## config.mk

```make
export PLATFORM = sky130hd
export DESIGN_NAME = two_bit_comparator_flat
export DESIGN_NICKNAME = d
export VERILOG_FILES = /design/src/rtl/two_bit_comparator_if.sv /design/src/rtl/two_bit_comparator.sv /design/src/flat_wrapper.sv
export SDC_FILE = /design/constraint.sdc
export NUM_CORES = 1
export LEC_CHECK = 0
export CAP_MARGIN = 10
export CORE_AREA = 2 2 39 41
export CTS_BUF_LIST = sky130_fd_sc_hd__clkbuf_8
export CTS_CLUSTER_DIAMETER = 40
export CTS_CLUSTER_SIZE = 25
export DETAILED_ROUTE_END_ITERATION = 7
export DIE_AREA = 0 0 41 43
export MAX_ROUTING_LAYER = met4
export PLACE_DENSITY = 0.32
export RECOVER_POWER = 25
export SETUP_SLACK_MARGIN = 0.4
export SYNTH_ARGS = -nofsm -noshare
export SYNTH_HDL_FRONTEND = slang
export SYNTH_SLANG_ARGS = --single-unit
```

## constraint.sdc

```tcl
create_clock -name clk -period 1.1 [get_ports clk]
set_input_delay 0.22 -clock clk [delete_from_list [all_inputs] [get_ports clk]]
set_output_delay 0.22 -clock clk [all_outputs]
set_load 0.05 [all_outputs]
```

## src/rtl/two_bit_comparator_if.sv

```systemverilog
// Operand and result signals of the 2-bit magnitude comparator.
// master drives operands {a,b} and {c,d}; slave returns the registered e/f/g flags.
interface two_bit_comparator_if;
  logic a;
  logic b;
  logic c;
  logic d;
  logic e;
  logic f;
  logic g;

  modport master (
    output a, b, c, d,
    input  e, f, g
  );

  modport slave (
    input  a, b, c, d,
    output e, f, g
  );
endinterface

```

## src/rtl/two_bit_comparator.sv

```systemverilog
// Registered unsigned compare of A={a,b} against B={c,d}: e=gt, f=eq, g=lt, one cycle latency.
// No handshake: compares every cycle; all-zero flags mean "no result" (reset only).
module two_bit_comparator (
  input  logic                  clk,
  input  logic                  rst,
  two_bit_comparator_if.slave   cmp
);

  logic gt;
  logic eq;
  logic lt;

  // MSB difference decides; LSBs only matter when the MSBs agree.
  always_comb begin
    gt = (cmp.a & ~cmp.c) | (~(cmp.a ^ cmp.c) & cmp.b & ~cmp.d);
    eq = ~(cmp.a ^ cmp.c) & ~(cmp.b ^ cmp.d);
    lt = ~gt & ~eq;
  end

  always_ff @(posedge clk) begin
    if (rst) begin
      cmp.e <= 1'b0;
      cmp.f <= 1'b0;
      cmp.g <= 1'b0;
    end else begin
      cmp.e <= gt;
      cmp.f <= eq;
      cmp.g <= lt;
    end
  end

endmodule

```

## src/flat_wrapper.sv

```systemverilog
// flat-port wrapper written by rule: the top's interface ports become plain ports
module two_bit_comparator_flat 
  (clk, rst, cmp_a, cmp_b, cmp_c, cmp_d, cmp_e, cmp_f, cmp_g);
  two_bit_comparator_if cmp_i ();
  input  logic clk;
  input  logic rst;
  input wire logic [$bits(cmp_i.a)-1:0] cmp_a;
  input wire logic [$bits(cmp_i.b)-1:0] cmp_b;
  input wire logic [$bits(cmp_i.c)-1:0] cmp_c;
  input wire logic [$bits(cmp_i.d)-1:0] cmp_d;
  output wire logic [$bits(cmp_i.e)-1:0] cmp_e;
  output wire logic [$bits(cmp_i.f)-1:0] cmp_f;
  output wire logic [$bits(cmp_i.g)-1:0] cmp_g;
  assign cmp_i.a = cmp_a;
  assign cmp_i.b = cmp_b;
  assign cmp_i.c = cmp_c;
  assign cmp_i.d = cmp_d;
  assign cmp_e = cmp_i.e;
  assign cmp_f = cmp_i.f;
  assign cmp_g = cmp_i.g;
  two_bit_comparator u_core (.clk(clk), .rst(rst), .cmp(cmp_i));
endmodule
```

==> results by group, run 1 <==
Status
  – Status: finished clean

Worst setup path
  – Worst path max stage delay: 330 ps
  – Worst-path cell chain: buf_12
  – Crit path DAT: 670 ps
  – CP max FO: 1
  – CP endpoint kind: output pin
  – Slowest stage cell, crit path: dfxtp_2
  – CP Depth: 1
  – Critical path class: reg2out
  – Startpoint Class: flip-flop
  – CP required: 880 ps
  – Buf/Inv on CP: 1
  – Crit path max-delay family: flip-flops

Yosys
  – Post-synthesis cell count: 12
  – Sequential area share after synthesis: 47.1%
  – Synth cell types: 9
  – Avg Inst Size Synth: 10.6 µm²
  – Mapped Nets: 19
  – Synthesis-stage register bit count: 3
  – Synthesized area: between 100 and 150 µm²
  – Synth Warn #: 0

Power
  – VDD IR max: roughly 0.00030 V
  – Comb pwr share: 20.8%
  – NetSw: 128 µW
  – Overall power: between 500 and 600 µW
  – Switch share: 23.4%
  – Clock share of power: between 50 and 60%
  – Cell Pwr Density: 1620 mW/mm²
  – Int Power: 418 µW
  – Seq pwr share: 22.9%
  – Static leakage: 0.000141 µW

Route
  – Via count: 122
  – Avg WL per Cell: 7.63 µm
  – Metal2 WL: 131 µm
  – Met3 wire len: 49 µm
  – Max layer used: met3
  – Aggregate routed wire length: slightly above 300 µm
  – DR iter-0 viols: 0
  – DRC Markers: 0
  – Via/cell ratio: roughly 3.1
  – Post-route ant nets: 0
  – Metal-1 WL: 123 µm
  – Pre-Repair DR Iteration Count: 1

Floorplanning
  – Die Span Y: approximately 43 µm
  – Initial core utilization: a little under a tenth
  – Top-Level Pins: 9
  – Std-Cell Rows: 14
  – DIE WIDTH: between 40 and 50 µm
  – Die area: 0.00176 mm²
  – CORE AREA: approximately 0.0014 mm²

STA
  – Final Setup Violations: 0
  – Fin crit share: 81.0%
  – Worst setup margin: 209 ps
  – Pin slew with the least headroom to its limit: 178 ps
  – Fin. Hold Viols: 0
  – Fin crit period: 891 ps
  – Aggregate negative setup slack: 0 ps
  – Minimum hold slack: 295 ps
  – Max transition margin: 88.1%
  – FMAX: 1.12 GHz
  – RSZ-0062 raised after global routing: true
  – Max Slew Vio Count: 0

Cells and area
  – Multi-input gate area: between 80 and 90 µm²
  – Ant diodes: 0
  – Final Util: 24.4%
  – Commonest cells after routing, fill and taps aside: clkbuf_8 (3), buf_12 (3), dfxtp_2 (3)
  – Share of layout cells above drive strength 1: 70.8%
  – Final Net Count: 32
  – Register area: between 60 and 70 µm²
  – Area grow syn2layout: 165%
  – Fillers: 152

Worst hold path
  – WHS Path Cells: 3
  – Hold_sp: cmp_a
  – Worst hold path class: in2reg
  – Worst Hold End: u_core.cmp.g

Clock network
  – Max Root-Sink Buffers: 2
  – CTS tree: done
  – Clock-pin slew on the worst setup and hold paths: 30 ps
  – H-tree depth: 1
  – Post-CTS setup buffer count: 0
  – Hold_buf cts: 0
  – Num CTS Buffers: 3
  – Root Driver: clkbuf_8
  – Clk sinks: 3

Global routing
  – Initial antenna violation count: 0
  – GRT Total Usage: 4.21%
  – Largest net degree at the start of global routing: 4
  – First-pass GRT wire length: 441 µm
  – Global route total overflow: 0
  – Vias in the first global route: about 120

Placement
  – DP Worst Slack: -299 ps
  – Gp weighted congestion: 0.564
  – IO buf count: 8

Job
  – Max cap viols: 0
-- registers in the layout, indices dropped and copies added, names as in the netlist --
| signal | cells |
|---|---|
| u_core.cmp.f | 1 |
| u_core.cmp.e | 1 |
| u_core.cmp.g | 1 |
-- timing repair --
action / 4_1_cts / 5_1_grt
hold endpoints to repair: 0 / 0
gates resized for setup: 12 / 8
pin swaps: 2 / 3
gates cloned: 0 / 0
setup endpoints to repair: 6 / 6
-- synthesized netlist by cell type (all sizes together) --
master	number	area share [%]
nand3b	1	5.9
nand2b	1	4.9
dfxtp	3	47
nor3b	1	5.9
a211oi	1	9.8
a21oi	1	3.9
ha	1	9.8
xor2	1	6.9
inv	2	5.9
-- kinds of logic after synthesis --
family	share of synthesized area, %
AO/OA/AOI/OAI	13.7
adder cells (fa/ha/maj)	9.80
XOR/XNOR	6.86
AND/OR/NAND/NOR	16.7
buffers and inverters	5.88
flip-flops	47.1
-- routing by layer --
metal	vias to the layer above	track usage (%)
met1	50	4.47
met3	0	1.57
met4	0	6.00
met5	-	-
li1	63	-
met2	9	4.69
-- worst max path at each step --
stage                   end          from  slack [ps]
4_1_cts               cmp_e  u_core.cmp.e         200
3_5_place_dp   u_core.cmp.e         cmp_c        -300
5_1_grt               cmp_g  u_core.cmp.g         190
3_3_place_gp   u_core.cmp.e         cmp_c        -280
2_1_floorplan  u_core.cmp.e         cmp_c         370
6_report              cmp_e  u_core.cmp.e         210
-- final cells by class --
class	count	area share [%]
Clock buffer	3	12.2
Clock inverter	1	1.11
Inverter	2	4.44
Multi-Input combinational cell	7	24.8
Sequential cell	3	18.9
Tap cell	16	5.93
Timing Repair Buffer	8	32.6
-- power groups by stage --
stage / logic [µW] / registers (µW) / clock network [µW]
finish: 114 / 125 / 307
CTS: 109 / 125 / 320
floorplan: 25.6 / 150 / 0
global placement: 112 / 126 / 0
detailed placement: 113 / 126 / 0
global route: 121 / 125 / 320
-- stage by stage --
step | instances | instance area [µm²]
floorplan | 12 | 156
global placement | 36 | 287
detailed placement | 36 | 287
CTS | 40 | 325
global route | 40 | 338
finish | 40 | 338
No activity file was read; power rests on OpenSTA's default activity.
==> run 2, diff against run 1 <==
==> constraint.sdc (replaced) <==
create_clock -name clk -period 0.85 [get_ports clk]
set_input_delay 0.17 -clock clk [delete_from_list [all_inputs] [get_ports clk]]
set_output_delay 0.17 -clock clk [all_outputs]
set_load 0.05 [all_outputs]
==> run 2 against run 1 <==
  * The flow now finishes with violations (setup timing)
  * Die area did not move
  * Cell count stayed put
  * Combinational power is 27% higher
  * Power up 29%
  * Design area is 1.5% higher
  * Via count increased by 2.5%
  * Routed wire length grew 3.9%
  * Highest routed layer unchanged
==> results by group, run 2 (same netlist as run 1, synthesis figures left out) <==
Floorplanning
  – CORE AREA: 0.00138 mm² (unchanged)
  – Std-Cell Rows: 14 (unchanged)
  – Die Span Y: 43 µm (unchanged)
  – Die area: 0.00176 mm² (unchanged)
  – Top-Level Pins: 9 (unchanged)
  – Initial core utilization: 9.22% (unchanged)
  – DIE WIDTH: 41 µm (unchanged)

STA
  – Fin crit share: 101%
  – Fin. Hold Viols: 0 (unchanged)
  – RSZ-0062 raised after global routing: true (unchanged)
  – Max transition margin: 88.8% (was 88.1%)
  – Fin crit period: approximately 860 ps
  – Aggregate negative setup slack: -11.5 ps (was 0 ps)
  – Final Setup Violations: 2 (was 0)
  – Pin slew with the least headroom to its limit: 168 ps (was 178 ps)
  – Max Slew Vio Count: 0 (unchanged)
  – Worst setup margin: -6.20 ps (was 209 ps)
  – FMAX: 1.17 GHz

Worst hold path
  – Worst hold path class: in2reg (unchanged)

Power
  – Static leakage: 0.000143 µW (was 0.000141 µW)
  – Cell Pwr Density: 2050 mW/mm² (was 1620 mW/mm²)
  – Overall power: 703 µW (was 546 µW)
  – VDD IR max: 0.000528 V (was 0.000297 V)

Worst setup path
  – CP required: 680 ps (was 880 ps)
  – CP endpoint kind: output pin (unchanged)
  – Slowest stage cell, crit path: dfxtp_4 (was dfxtp_2)
  – Buf/Inv on CP: 1 (unchanged)
  – Worst path max stage delay: 330 ps (about the same)
  – Startpoint Class: flip-flop (unchanged)
  – Crit path max-delay family: flip-flops (unchanged)
  – CP max FO: 1 (unchanged)
  – Worst-path cell chain: buf_12 (unchanged)
  – Crit path DAT: 690 ps (was 670 ps)
  – Critical path class: reg2out (unchanged)

Job
  – Max cap viols: 0 (unchanged)

Cells and area
  – Ant diodes: 0 (unchanged)
  – Finished layout cell area: 343 µm² (was 338 µm²)
  – Area grow syn2layout: 169% (was 165%)
  – Top Registers: u_core.cmp.e x1, u_core.cmp.f x1, u_core.cmp.g x1 (unchanged)
  – Fillers: 150 (was 152)
  – Final Net Count: 32 (unchanged)
  – Multi-input gate area: 83.8 µm² (unchanged)
  – Share of layout cells above drive strength 1: 75.0% (was 70.8%)
  – Register area: 68.8 µm² (was 63.8 µm²)
  – Non-Filler Instances: 40 (unchanged)
  – Commonest cells after routing, fill and taps aside: clkbuf_8 (3), buf_12 (3), inv_1 (2), buf_2 (2), dfxtp_4 (2) (was clkbuf_8 (3), buf_12 (3), dfxtp_2 (3))

Route
  – Avg WL per Cell: 7.93 µm (was 7.63 µm)
  – Via count: 125 (was 122)
  – Pre-Repair DR Iteration Count: 1 (unchanged)
  – Aggregate routed wire length: 317 µm (was 305 µm)
  – Post-route ant nets: 0 (unchanged)
  – DRC Markers: 0 (unchanged)
  – DR iter-0 viols: 0 (unchanged)
  – Via/cell ratio: 3.13 (was 3.05)

Status
  – Status: finished with violations (was finished clean)
  – Failing checks: setup timing

Global routing
  – First-pass GRT wire length: 579 µm (was 441 µm)
  – GRT Total Usage: 5.74% (was 4.21%)
  – Initial antenna violation count: 0 (unchanged)
  – Global route total overflow: 0 (unchanged)
  – Largest net degree at the start of global routing: 4 (unchanged)
  – Vias in the first global route: 165 (was 123)

Placement
  – Gp weighted congestion: 0.559 (was 0.564)
  – DP Worst Slack: -470 ps (was -299 ps)
  – IO buf count: 8 (unchanged)
  – Cell count after placement: 36 (unchanged)
  – Cell area after placement: 292 µm² (was 287 µm²)

Clock network
  – CTS tree: done (unchanged)
  – Num CTS Buffers: 3 (unchanged)
  – Root Driver: clkbuf_8 (unchanged)
  – Clock-pin slew on the worst setup and hold paths: 30 ps (about the same)
  – Max Root-Sink Buffers: 2 (unchanged)
  – Clk sinks: 3 (unchanged)
  – Hold_buf cts: 0 (unchanged)
  – Post-CTS setup buffer count: 0 (unchanged)
  – H-tree depth: 1 (unchanged)
==> run 2: path summary, 6_finish.rpt <==
kind         start            to  slack [ps]  depth (start not counted)
max   u_core.cmp.f         cmp_f          -6                          1
min          cmp_a  u_core.cmp.g         230                          3
==> run 2: area by class of cell <==
type,instances,share of cell area [%]
clock buffers,3,12.0
clock inverters,1,1.09
multi-input cells,7,24.5
well taps,16,5.84
repair buffers,8,30.7
inverters,2,5.84
flip-flops and latches,3,20.1
==> run 2: report_power, final <==
group	total, µW	internal, µW	switching [µW]	leakage (µW)
Sequential	159	151	7.58	0.0000264
Combinational	145	78.1	67.0	0.0000895
Clock	399	307	91.4	0.0000269
==> run 2: tightest hold or removal path: cells and delay by family <==
| family | cells | cell delay, ps |
|---|---|---|
| AOI/OAI and AO/OA | 1 | 40 |
| adders and majority gates | 1 | 110 |
| buffers and inverters | 1 | 70 |
==> run 2: metrics by stage <==
step           hold WS, ps  util, %
6_report               225     24.8
5_1_grt                242     24.8
4_1_cts                223     24.5
3_5_place_dp           617     21.1
3_3_place_gp           614     21.1
2_1_floorplan          225        -
==> run 2: metal layers <==
layer,track usage (%),vias up,wire length [µm],share of wire (%)
met1,3.18,56,96,30
met2,9.69,6,199,63
met4,8.00,0,0,0
li1,-,63,-,-
met3,1.57,0,21,6.6
met5,-,-,0,0
==> run 2: repair_timing <==
| action | CTS | global route |
|---|---|---|
| pin swaps | 4 | 1 |
| gates resized for setup | 22 | 2 |
| setup endpoints to repair | 6 | 6 |
